**src/rtl/fetch_pkg.sv**
```systemverilog
// Shared instruction definitions: opcode set, the Nop bundle and the fetch FSM state type.
package fetch_pkg;

  typedef enum logic [5:0] {
    OP_ADD = 6'h01,
    OP_SUB = 6'h02,
    OP_LD  = 6'h10,
    OP_ST  = 6'h11,
    OP_BR  = 6'h20,
    Nop    = 6'h3F
  } opcode_t;

  localparam logic [63:0] NOP_BUNDLE = {Nop, 26'b0, Nop, 26'b0};

  typedef enum logic [1:0] {
    BOOT = 2'd0,
    RUN  = 2'd1,
    HOLD = 2'd2
  } fetch_state_t;

endpackage

```
**src/rtl/fetch_if.sv**
```systemverilog
// Fetch bus: decode-side control/result signals plus the instruction BRAM port.
interface fetch_if #(
  parameter int ADDR_W = 15
);
  logic              interlock;
  logic              branch_flag;
  logic [31:0]       branch_pc;
  logic [ADDR_W-1:0] imem_addr;
  logic              imem_en;
  logic [63:0]       imem_dout;
  logic [31:0]       pc;
  logic [63:0]       inst;

  modport master (
    input  interlock, branch_flag, branch_pc, imem_dout,
    output imem_addr, imem_en, pc, inst
  );

  modport slave (
    output interlock, branch_flag, branch_pc, imem_dout,
    input  imem_addr, imem_en, pc, inst
  );
endinterface

```
**src/rtl/fetch_skid.sv**
```systemverilog
// One-entry pc/inst holding buffer; flush beats load, load beats drain.
module fetch_skid
  import fetch_pkg::*;
(
  input  logic        clk,
  input  logic        rstn,
  input  logic        i_load,
  input  logic        i_drain,
  input  logic        i_flush,
  input  logic [31:0] i_pc,
  input  logic [63:0] i_inst,
  output logic        o_valid,
  output logic [31:0] o_pc,
  output logic [63:0] o_inst
);

  logic        r_valid;
  logic [31:0] r_pc;
  logic [63:0] r_inst;

  always_ff @(posedge clk or negedge rstn) begin
    if (!rstn) begin
      r_valid <= 1'b0;
      r_pc    <= 32'h0;
      r_inst  <= NOP_BUNDLE;
    end else if (i_flush) begin
      r_valid <= 1'b0;
    end else if (i_load) begin
      r_valid <= 1'b1;
      r_pc    <= i_pc;
      r_inst  <= i_inst;
    end else if (i_drain) begin
      r_valid <= 1'b0;
    end
  end

  assign o_valid = r_valid;
  assign o_pc    = r_pc;
  assign o_inst  = r_inst;

endmodule

```
**src/rtl/fetch.sv**
```systemverilog
// Instruction-fetch stage: issues bundle addresses to the BRAM and presents pc/inst to decode.
// Defining FETCH_PERF_EN adds saturating perf_fetched/perf_squashed counters.
module fetch
  import fetch_pkg::*;
#(
  parameter int          ADDR_W   = 15,
  parameter logic [31:0] RESET_PC = 32'h0
) (
  input  logic    clk,
  input  logic    rstn,
  fetch_if.master bus
`ifdef FETCH_PERF_EN
  ,
  output logic [31:0] perf_fetched,
  output logic [31:0] perf_squashed
`endif
);

  localparam logic [1:0] ST_BOOT = BOOT;
  localparam logic [1:0] ST_RUN  = RUN;
  localparam logic [1:0] ST_HOLD = HOLD;

  logic [1:0]  r_state;
  logic [31:0] r_fetch_pc;
  logic [31:0] r_resp_pc;
  logic        r_resp_valid;
  logic [31:0] r_pc;
  logic [63:0] r_inst;

  logic        w_issue;
  logic        w_out_load;
  logic        w_skid_load;
  logic        w_skid_drain;
  logic        w_skid_valid;
  logic [31:0] w_skid_pc;
  logic [63:0] w_skid_inst;
  logic [31:0] w_out_pc;
  logic [63:0] w_out_inst;

  // A redirect cycle never issues: the target is fetched the following cycle.
  assign w_issue = (r_state == ST_RUN) && !bus.interlock && !w_skid_valid && !bus.branch_flag;
  assign w_out_load = !bus.branch_flag && !bus.interlock &&
                      ((r_state == ST_RUN) || (r_state == ST_HOLD));
  assign w_skid_load  = !bus.branch_flag && (r_state == ST_RUN) && bus.interlock && r_resp_valid;
  assign w_skid_drain = w_out_load && w_skid_valid;

  assign bus.imem_addr = r_fetch_pc[ADDR_W-1:0];
  assign bus.imem_en   = w_issue;
  assign bus.pc        = r_pc;
  assign bus.inst      = r_inst;

  fetch_skid u_skid (
    .clk     (clk),
    .rstn    (rstn),
    .i_load  (w_skid_load),
    .i_drain (w_skid_drain),
    .i_flush (bus.branch_flag),
    .i_pc    (r_resp_pc),
    .i_inst  (bus.imem_dout),
    .o_valid (w_skid_valid),
    .o_pc    (w_skid_pc),
    .o_inst  (w_skid_inst)
  );

  // The skid entry is always older than any response in flight.
  always_comb begin
    w_out_pc   = r_pc;
    w_out_inst = NOP_BUNDLE;
    if (w_skid_valid) begin
      w_out_pc   = w_skid_pc;
      w_out_inst = w_skid_inst;
    end else if (r_resp_valid) begin
      w_out_pc   = r_resp_pc;
      w_out_inst = bus.imem_dout;
    end
  end

  always_ff @(posedge clk or negedge rstn) begin
    if (!rstn) begin
      r_state      <= ST_BOOT;
      r_fetch_pc   <= RESET_PC;
      r_resp_pc    <= 32'h0;
      r_resp_valid <= 1'b0;
      r_pc         <= 32'h0;
      r_inst       <= NOP_BUNDLE;
    end else if (bus.branch_flag) begin
      r_fetch_pc   <= bus.branch_pc;
      r_resp_valid <= 1'b0;
      r_inst       <= NOP_BUNDLE;
      r_state      <= ST_RUN;
    end else begin
      r_resp_valid <= w_issue;
      if (w_issue) begin
        r_resp_pc  <= r_fetch_pc;
        r_fetch_pc <= r_fetch_pc + 32'd1;
      end
      if (w_out_load) begin
        r_pc   <= w_out_pc;
        r_inst <= w_out_inst;
      end
      case (r_state)
        ST_BOOT: r_state <= ST_RUN;
        ST_RUN:  if (bus.interlock && r_resp_valid) r_state <= ST_HOLD;
        ST_HOLD: if (!bus.interlock) r_state <= ST_RUN;
        default: r_state <= ST_BOOT;
      endcase
    end
  end

`ifdef FETCH_PERF_EN
  logic [31:0] r_perf_fetched;
  logic [31:0] r_perf_squashed;

  always_ff @(posedge clk or negedge rstn) begin
    if (!rstn) begin
      r_perf_fetched  <= 32'h0;
      r_perf_squashed <= 32'h0;
    end else begin
      if (!bus.branch_flag && w_out_load && (w_out_inst != NOP_BUNDLE) &&
          (r_perf_fetched != 32'hFFFF_FFFF))
        r_perf_fetched <= r_perf_fetched + 32'd1;
      if (bus.branch_flag && (r_resp_valid || w_skid_valid) &&
          (r_perf_squashed != 32'hFFFF_FFFF))
        r_perf_squashed <= r_perf_squashed + 32'd1;
    end
  end

  assign perf_fetched  = r_perf_fetched;
  assign perf_squashed = r_perf_squashed;
`endif

endmodule

```
**src/flat_wrapper.sv**
```systemverilog
// flat-port wrapper written by rule: the top's interface ports become plain ports
module fetch_flat import fetch_pkg::*;
#(
  parameter int          ADDR_W   = 15,
  parameter logic [31:0] RESET_PC = 32'h0
)
  (clk, rstn, bus_interlock, bus_branch_flag, bus_branch_pc, bus_imem_dout, bus_imem_addr, bus_imem_en, bus_pc, bus_inst);
  fetch_if #(.ADDR_W(ADDR_W)) bus_i ();
  input  logic clk;
  input  logic rstn;
  input wire logic [$bits(bus_i.interlock)-1:0] bus_interlock;
  input wire logic [$bits(bus_i.branch_flag)-1:0] bus_branch_flag;
  input wire logic [$bits(bus_i.branch_pc)-1:0] bus_branch_pc;
  input wire logic [$bits(bus_i.imem_dout)-1:0] bus_imem_dout;
  output wire logic [$bits(bus_i.imem_addr)-1:0] bus_imem_addr;
  output wire logic [$bits(bus_i.imem_en)-1:0] bus_imem_en;
  output wire logic [$bits(bus_i.pc)-1:0] bus_pc;
  output wire logic [$bits(bus_i.inst)-1:0] bus_inst;
  assign bus_i.interlock = bus_interlock;
  assign bus_i.branch_flag = bus_branch_flag;
  assign bus_i.branch_pc = bus_branch_pc;
  assign bus_i.imem_dout = bus_imem_dout;
  assign bus_imem_addr = bus_i.imem_addr;
  assign bus_imem_en = bus_i.imem_en;
  assign bus_pc = bus_i.pc;
  assign bus_inst = bus_i.inst;
  fetch #(.ADDR_W(ADDR_W), .RESET_PC(RESET_PC)) u_core (.clk(clk), .rstn(rstn), .bus(bus_i));
endmodule
```
**config.mk**
```make
export PLATFORM = sky130hd
export DESIGN_NAME = fetch_flat
export DESIGN_NICKNAME = d
export VERILOG_FILES = /design/src/rtl/fetch_pkg.sv /design/src/rtl/fetch_if.sv /design/src/rtl/fetch_skid.sv /design/src/rtl/fetch.sv /design/src/flat_wrapper.sv
export SDC_FILE = /design/constraint.sdc
export NUM_CORES = 1
export LEC_CHECK = 0
export BUFFER_PORTS_ARGS = -buffer_cell sky130_fd_sc_hd__buf_2
export CAP_MARGIN = 20
export CORE_ASPECT_RATIO = 1.75
export CORE_UTILIZATION = 58
export CTS_BUF_LIST = sky130_fd_sc_hd__clkbuf_8
export CTS_CLUSTER_SIZE = 28
export DETAILED_ROUTE_END_ITERATION = 8
export PLACE_DENSITY = 0.8
export SETUP_SLACK_MARGIN = 0.05
export SYNTH_ARGS = -nofsm -noshare
export SYNTH_HDL_FRONTEND = slang
export SYNTH_SLANG_ARGS = --single-unit
```
**constraint.sdc**
```tcl
create_clock -name clk -period 2.84 [get_ports clk]
set_clock_uncertainty 0.2 [all_clocks]
set_input_delay 0.568 -clock clk [delete_from_list [all_inputs] [get_ports clk]]
set_output_delay 0.568 -clock clk [all_outputs]
set_load 0.02 [all_outputs]
```
Word-level counts from Yosys, hierarchy flattened
Index checks and enable logic that the tools add are counted.
{"block": "word_totals", "reg_bits": 260, "latch_bits": 0, "ram_bits": 0, "mem_bits_ro": 0, "input_bits": 100, "out_inout_bits": 112, "wordCells": 54, "memories": 0}
{"block": "classes", "n_addsub": 1, "n_mul": 0, "n_div": 0, "order_cmp": 0, "eq_ne": 4, "shifts": 0, "n_mux": 16, "n_bitwise": 1, "n_reduce_logical": 23}
{"operator": "$mux 64", "count": 4}
{"operator": "$mux 32", "count": 4}
{"operator": "$add 32x1->32 const B", "count": 1}
{"operator": "$logic_and 1x1->1", "count": 10}
{"operator": "$mux 2", "count": 3}
{"operator": "$ne 3x3->1 const B", "count": 2}
{"operator": "$pmux 2 s3", "count": 1}
{"operator": "$reduce_and 2->1", "count": 3}
{"operator": "$reduce_bool 2->1", "count": 3}
{"operator": "$mux 1", "count": 4}
{"operator": "$logic_not 1->1", "count": 3}
{"operator": "$reduce_and 3->1", "count": 1}
{"operator": "$reduce_bool 3->1", "count": 1}
{"operator": "$eq 2x1->1 const B", "count": 1}
{"operator": "$eq 2x2->1 const B", "count": 1}
{"operator": "$logic_not 2->1", "count": 1}
{"operator": "$logic_or 1x1->1", "count": 1}
{"operator": "$not 1->1", "count": 1}

Depth between registers and ports, before layout
Gate-level depths: netlist of the first run.
{"block": "depth", "ltp_word": 7, "ltp_mapped": 10, "depth_no_buf": 7}

Modules after synthesis
From an unflattened synthesis of the first run, not the netlist that was laid out.
{"block": "hier_totals", "cells_unflattened": 904, "area_unflattened_um2": 11315.9}
{"module": "fetch", "n_inst": 1, "cells_each": 696, "area_per_inst_um2": 7489.7, "seq_area_each_um2": 4093.9}
{"module": "fetch_skid", "n_inst": 1, "cells_each": 208, "area_per_inst_um2": 3826.2, "seq_area_each_um2": 2442.3}

Worst setup path after synthesis of the first run
No wires, ideal clock.
{"block": "synth_path", "path_kind": "reg2out", "startpoint": "register u_core.r_state[1]", "endpoint": "output port bus_imem_en", "t_arrival_ns": 1.338, "required_ns": 2.072, "slack_ns": 0.734, "stages_incl_launch_ff": 7, "n_path_buf": 2, "path_cell_list": "dfrtp_1 inv_1 ha_1 nor3b_2 nor2b_1 buf_2 buf_2"}
{"block": "synth_between", "elab_chain_len": 4}
{"item": "start, declared", "line": "fetch.sv:23", "rtl": "logic [1:0] r_state;"}
{"item": "start signal, assigned", "line": "fetch.sv:80", "rtl": "r_state <= ST_BOOT;"}
{"item": "start signal, assigned", "line": "fetch.sv:90", "rtl": "r_state <= ST_RUN;"}
{"item": "start signal, assigned", "line": "fetch.sv:102", "rtl": "ST_BOOT: r_state <= ST_RUN;"}
{"item": "$eq 2x1->1", "line": "fetch.sv:41", "rtl": "assign w_issue = (r_state == ST_RUN) && !bus.interlock && !w_skid_valid && !bus.branch_flag;"}
{"item": "$logic_and 1x1->1 (3 in a row)", "line": "fetch.sv:41"}
{"item": "end, declared", "line": "flat_wrapper.sv:16", "rtl": "output wire logic [$bits(bus_i.imem_en)-1:0] bus_imem_en;"}
Every way passes these cells.

Final worst setup path of the first run
Ends and elaborated chain as after synthesis.

==> run metrics, run 1 <==
critical path type reg -> out; Detailed Route Iter0 Violations 398; Critical-path top delay cell dfrtp_1; num rows 67; async set or reset register ratio after synthesis 100.0%; initial antenna violation count 2; CTS sink cnt 260; via count between 8k and 9k; Initial Utilization ~59%; worst-path cell chain inv_1, ha_1, nor3b_2, nor2b_4, buf_2; syn nets ~1.1k; Critical Path Max Stage Delay around 0.40 ns; setup_tns 0 ns; #FFs+latches synth between 200 and 300; CP Launch Type flop; P_leak between 6 and 7 nW; Area contributors post-synth dfrtp_1 (52%), mux2_2 (12%), dfstp_2 (5.6%); drt wl/cell 17.90 µm; Finish-stage setup viols 0; Num CTS Buffers 38; Yosys warning count 0; crit path capture type primary output; Post-Syn Instances ~950; Fin. Hold Viols 0; Max-Cap Viols 0; WP buf/inv 2; die area roughly 20000 µm²; total gr overflow 0; area leader, netlist dfrtp_1; largest net degree at the start of global routing between 70 and 80; Final ANT Viol Nets 0; Area growth syn-to-layout 18.47%; average cell area after synthesis around 12 µm²; RSZ-0062 raised after global routing no; slew of the pin with the lowest slew margin about 0.9 ns; Die X-Extent between 100 and 150 µm; final wirelength approximately 25000 µm; WP data arrival 1.87 ns; post-CTS sizing 0; H-tree levels 2; Slew HR 40.36%; core area roughly 19000 µm²; Yosys cell types about 50; dpl cells around 1.3k; fin crit period approximately 2.6 ns; Crit Path Max Fanout 5; Power Dens Cells approximately 890 nW/µm²; WP data required roughly 2.1 ns; DR pass1 iterations 4; Post-synth EDFFs 0; Die H about 190 µm; maximum operating frequency approximately 380 MHz; final worst-path cycle share around 93%; gr usage total 26.12%; Final HPWL DP approximately 17000 µm; Hold/Removal Path Class in -> reg; vias in the first global route around 8.3k; Bufs on Longest Clock Path 3; final std cells w/o fill about 1.4k; fin. max-slew vios 0; num ports 212; DRC violations left 0; Placer Congestion 0.7839; Post-Syn Area around 11000 µm²; # port buffers 211; worst skew pair latency 0.52 ns; CTS tree built; worst-case vdd ir drop between 400 and 500 µV; top_reg_cell synth dfrtp_1; share of cells above drive strength 1 about two fifths; first-pass GRT wire length between 40000 and 50000 µm; Root Buffer Master clkbuf_8; post-synth top area share 52.35%; Largest delay share family, worst path simple AND/OR/NAND/NOR gates; sequential fraction of the synthesis area between 50% and 60%; Net count, final around 1.3k; status complete, no violations; vias per cell about 5.7; clk slew on worst S/H paths 0.07 ns
==> area by class of cell <==
class,instances,area [µm²]
Timing Repair Buffer,233,1321
Inverter,6,22.52
Tap cell,241,301.5
Clock inverter,14,86.33
Multi-Input combinational cell,609,4344
Sequential cell,260,6540
Clock buffer,54,743.2
Antenna cell,2,5.005
Fill cell,1438,5749
==> tightest hold or removal path, delay by kind of cell <==
kind / cells / cell delay [ns]
buf+inv: 1 / 0.08
compound gates: 1 / 0.05
simple gates: 1 / 0.04
==> stage by stage <==
| step | utilization, % | area (µm²) | worst slack (ns) | power (mW) | hold slack (ns) |
|---|---|---|---|---|---|
| after global routing | 69.92 | 13360 | 0.05213 | 12.52 | 0.03770 |
| after CTS | 69.89 | 13360 | 0.1674 | 11.95 | 0.01815 |
| after global placement | 65.46 | 12510 | 0.5568 | 8.553 | 0.2562 |
| final | 69.92 | 13360 | 0.2051 | 11.83 | 0.05058 |
| after floorplan | - | 11280 | 0.7341 | 7.714 | 0.07241 |
| after detailed placement | 65.46 | 12510 | 0.5335 | 8.760 | 0.2660 |
==> worst paths after layout <==
kind,startpoint,end,slack (ns),cells after the start
worst max-delay path,u_core.r_state[1],bus_imem_en,0.21,5
worst min-delay path,bus_branch_pc[14],u_core.r_fetch_pc[14],0.05,3
worst max register to register,u_core.r_state[1],u_core.r_resp_pc[0],0.52,7
worst min register to register,u_core.bus.inst[51],u_core.bus.inst[51],0.28,2
max in group asynchronous,rstn,u_core.r_resp_pc[8],1.32,3
min in group asynchronous,rstn,u_core.u_skid.o_inst[7],0.32,2
==> cells in the mapped netlist, types with 3 or more instances <==
master,n
clkbuf_1,32
o21ai_1,7
dfstp_2,24
nor2b_1,3
xnor2_1,10
a22oi_1,53
o22ai_1,9
dfrtp_1,236
buf_1,3
inv_1,6
nor2_1,52
nand2_1,96
mux2_2,125
buf_4,20
mux2i_1,35
nand4_1,11
and2_1,4
and3_1,4
nor3_1,5
nand3_1,14
nand2b_1,3
buf_2,23
ha_1,4
mux2_1,3
o21ai_0,79
xor2_1,19
a21oi_1,45
==> flip-flops by register name, summed over array words and instances (netlist names) <==
| register | count |
|---|---|
| u_core.r_state | 2 |
| u_core.u_skid.o_inst | 64 |
| u_core.r_resp_pc | 32 |
| u_core.bus.inst | 64 |
| u_core.bus.pc | 32 |
| u_core.u_skid.o_valid | 1 |
| u_core.r_resp_valid | 1 |
| u_core.r_fetch_pc | 32 |
| u_core.u_skid.o_pc | 32 |
==> per-layer routing <==
metal	part of all wire, %	routed length (µm)	track usage (%)
met1	38	9718	31.03
met2	53	13440	45.91
met3	4.8	1214	3.667
met4	4.1	1035	12.59
met5	0	0	0
==> where the power goes <==
part	switching [mW]	internal, mW	total, mW
Sequential	0.736	5.02	5.75
Clock	1.36	1.78	3.14
Combinational	1.55	1.39	2.94
Total	3.65	8.18	11.8
==> placed cells by master, fill, tap and decap left out, types with 35 or more instances in the layout <==
| cell type | n |
|---|---|
| dfrtp_1 | 235 |
| buf_2 | 210 |
| mux2_2 | 125 |
| nand2_1 | 96 |
| o21ai_0 | 79 |
| clkbuf_8 | 54 |
| a22oi_1 | 53 |
| nor2_1 | 52 |
| a21oi_1 | 45 |
| mux2i_1 | 35 |
==> cells by family (layout without fill, tap and decap cells) <==
kind of cell | count (synthesis) | after routing | synth area share [%]
and+or+nand+nor | 217 | 217 | 9.605
AOI/OAI and AO/OA | 196 | 196 | 10.06
adders and majority gates | 4 | 4 | 0.4437
other | 0 | 2 | 0
muxes | 163 | 163 | 15.88
DFF | 260 | 260 | 57.94
xor gates and xnor gates | 29 | 29 | 2.252
buffers and inverters | 85 | 307 | 3.815
==> timing repair <==
action                                  in CTS  in global routing
hold buffers                                 1                  0
endpoints found under the setup margin       1                  0
buffers inserted                             1                  0
endpoints found under the hold margin       35                  0
No activity file was read; power rests on OpenSTA's default activity.
==> run 2, diff against run 1 <==
--- a/config.mk
+++ b/config.mk
@@ -5,6 +5,7 @@
 export SDC_FILE = /design/constraint.sdc
 export NUM_CORES = 1
 export LEC_CHECK = 0
+export ABC_AREA = 1
 export BUFFER_PORTS_ARGS = -buffer_cell sky130_fd_sc_hd__buf_2
 export CAP_MARGIN = 20
 export CORE_ASPECT_RATIO = 1.75
@@ -12,7 +13,7 @@
 export CTS_BUF_LIST = sky130_fd_sc_hd__clkbuf_8
 export CTS_CLUSTER_SIZE = 28
 export DETAILED_ROUTE_END_ITERATION = 8
-export PLACE_DENSITY = 0.8
+export PLACE_DENSITY = 0.81
 export SETUP_SLACK_MARGIN = 0.05
 export SYNTH_ARGS = -nofsm -noshare
 export SYNTH_HDL_FRONTEND = slang
==> run metrics, run 2 <==
status complete, no violations; critical path type reg -> out; Clock power frac 23.5% (-3.0 points); Critical Path Sink bus_imem_en; Area growth syn-to-layout 16.06%; Critical Path Stages 5 (unchanged); syn nets 1376 (+30%); total gr overflow 0 (unchanged); fin crit period 2.503 ns (-0.1316 ns); Setup crit start u_core.r_state[1]; area leader, netlist dfrtp_1; worst skew pair latency 0.54 ns (+0.02 ns); WP buf/inv 2 (unchanged); die area 21310 µm² (+6.4%); Worst R2R Setup Slack 0.61 ns (+0.09 ns); Die X-Extent 110.8 µm (+3.1%); Final HPWL DP 19730 µm (+16%); Fill cells 1546 (+7.5%); top post-synthesis cells by count nand2_1 (320), dfrtp_1 (236), o21ai_0 (150); Flop pwr share 46.6% (-2.0 points); Critical Path Max Stage Delay 0.40 ns (about the same); fin. max-slew vios 0 (unchanged); Hold/Removal Path Class in -> reg; Post-synth EDFFs 0 (unchanged); Finished Cell Area 13940 µm² (+4.3%); Initial Utilization 59.20% (+0.18 points); crit path capture type primary output; Detailed Route Iter0 Violations 713 (+79%); core area 20290 µm² (+6.1%); GR peak layer met2; Critical R2R Launch u_core.r_state[1]; post-synth top area share 49.17% (-3.2 points); Tot Pwr 12.50 mW (+5.7%); CTS sink cnt 260 (unchanged); final wirelength 28590 µm (+13%); Root Buffer Master clkbuf_8; most common cell in the netlist nand2_1; Post-Syn Instances 1272 (+33%); Int Pwr 8.195 mW (+0.17%); WP data arrival 1.74 ns (-0.13 ns); Critical-path top delay cell dfrtp_1; M2 GR Usage 47.90% (+2.0 points); sequential fraction of the synthesis area 54.42% (-3.5 points); drt wl/cell 16.46 µm (-8.1%); DR pass1 iterations 8 (+4); worst-path cell chain inv_1, ha_1, nand3_2, nor2_4, buf_2; #FFs+latches synth 260 (unchanged); vias per cell 5.506 (-3.2%); RSZ-0062 raised after global routing no; Final WS setup 0.3367 ns (+0.1316 ns); num rows 69 (+3.0%); CP Launch Type flop; maximum operating frequency 399.5 MHz (+5.3%); Crit Path Max Fanout 4 (-1); CTS tree built; worst-case vdd ir drop 606.0 µV (+21%); share of cells above drive strength 1 27.37% (-12 points); Max-Cap Viols 0 (unchanged); Power Dens Cells 897.0 nW/µm² (+1.4%); M3 GR Usage 3.046% (-0.62 points); NetSw 4.308 mW (+18%); Die H 192.4 µm (+3.1%); via count 9564 (+18%); Finish-stage setup viols 0 (unchanged); Switching Fraction 34.46% (+3.6 points); DP Worst Slack 0.5221 ns (-0.01136 ns); first-pass GRT wire length 45940 µm (+12%); WP data required 2.07 ns (about the same); area of placed instances 13180 µm² (+5.3%); Yosys warning count 0 (unchanged); most frequent cells in the layout nand2_1 (320), dfrtp_1 (235), buf_2 (210); Post-Syn Area 12010 µm² (+6.5%); hold path depth 2 (-1); P_leak 6.914 nW (+13%); Bufs on Longest Clock Path 3 (unchanged); # port buffers 211 (unchanged); Final ANT Viol Nets 0 (unchanged); largest net degree at the start of global routing 73 (-7.6%); met1 Use GR 31.94% (+0.91 points); RR Endpoint u_core.r_fetch_pc[14]; Largest delay share family, worst path flip-flops; Comb pwr share 29.9% (+5.0 points); post-CTS sizing 0 (unchanged); H-tree levels 2 (unchanged); Hold Crit Start bus_imem_dout[41]; clk slew on worst S/H paths 0.07 ns (about the same); slew of the pin with the lowest slew margin 0.7289 ns (-0.1657 ns); average cell area after synthesis 9.442 µm² (-20%); vias in the first global route 9241 (+12%); num ports 212 (unchanged); Num CTS Buffers 38 (unchanged); top_reg_cell synth dfrtp_1; Hold-fix buffers, CTS 1 (unchanged); setup_tns 0 ns (unchanged); commonest non-fill, non-tap cell in the layout nand2_1; Net count, final 1565 (+25%); Slew HR 51.30% (+11 points); gr usage total 26.98% (+0.86 points); final worst-path cycle share 88.15% (-4.6 points); Placer Congestion 0.9366 (+19%); initial antenna violation count 2 (unchanged); DRC violations left 0 (unchanged); postcts setup bufs 0 (-1); Area contributors post-synth dfrtp_1 (49%), nand2_1 (10%), o21ai_0 (6.3%); Yosys cell types 41 (-16%); async set or reset register ratio after synthesis 100.0% (unchanged); Fin. Hold Viols 0 (unchanged); R2R depth 10 (+3)
==> run 2: cell types whose count changed in the layout (fill, tap and decap cells not counted), moves of 18 or more <==
cell     delta
inv_1      +70
mux2_2    -106
mux2_4     +45
mux2i_1    -33
nand2_1   +224
nor2_1     +44
o21a_1     +32
o21ai_0    +71
xor2_1     -18
==> run 2: power groups by stage <==
stage / Clock [mW] / Sequential [mW] / Combinational, mW
3_3_place_gp: 0 / 5.78 / 3.61
5_1_grt: 3.14 / 5.96 / 4.15
6_report: 2.94 / 5.83 / 3.73
4_1_cts: 3.01 / 5.80 / 3.76
3_5_place_dp: 0 / 5.86 / 3.73
2_1_floorplan: 0 / 6.03 / 2.36
==> run 2: worst min-delay path by stage <==
stage | endpoint | slack, ns
global route | u_core.u_skid.o_inst[4] | 0.07
floorplan | u_core.bus.inst[0] | 0.07
global placement | u_core.bus.inst[11] | 0.26
CTS | u_core.u_skid.o_inst[41] | 0.05
detailed placement | u_core.u_skid.o_pc[3] | 0.27
finish | u_core.u_skid.o_inst[41] | 0.08
==> run 2: cell families (layout without fill, tap and decap cells) <==
group / Yosys count / after routing / share of synthesized area, %
buf+inv: 167 / 382 / 6.667
xor+xnor: 2 / 2 / 0.1459
other cells: 0 / 2 / 0
mux: 66 / 66 / 7.574
fa+ha+maj: 4 / 4 / 0.4167
compound gates: 293 / 293 / 14.37
flops: 260 / 260 / 54.42
simple gates: 480 / 480 / 16.41
==> run 2: layout make-up <==
class / count / area (µm²) / share of cell area (%)
clock inverter: 20 / 112.6 / 0.8078
tap: 248 / 310.3 / 2.226
antenna: 2 / 5.005 / 0.03590
timing repair buffer: 235 / 1344 / 9.640
inverter: 81 / 306.5 / 2.199
clock buffer: 46 / 633.1 / 4.542
sequential: 260 / 6538 / 46.90
multi-input combinational: 845 / 4691 / 33.65
==> run 2: stage by stage <==
stage / hold WS [ns] / std cells / utilization (%)
2_1_floorplan: 0.07241 / 1272 / -
4_1_cts: 0.04735 / 1735 / 68.68
3_3_place_gp: 0.2598 / 1667 / 64.82
6_report: 0.07572 / 1737 / 68.71
5_1_grt: 0.07453 / 1737 / 68.71
3_5_place_dp: 0.2674 / 1668 / 64.96
==> run 2: metal layers <==
layer  part of all wire (%)  vias up
li1                       -     4590
met1                     39     4582
met2                     51      313
met3                    4.3       79
met4                    4.9        0
met5                      0        -
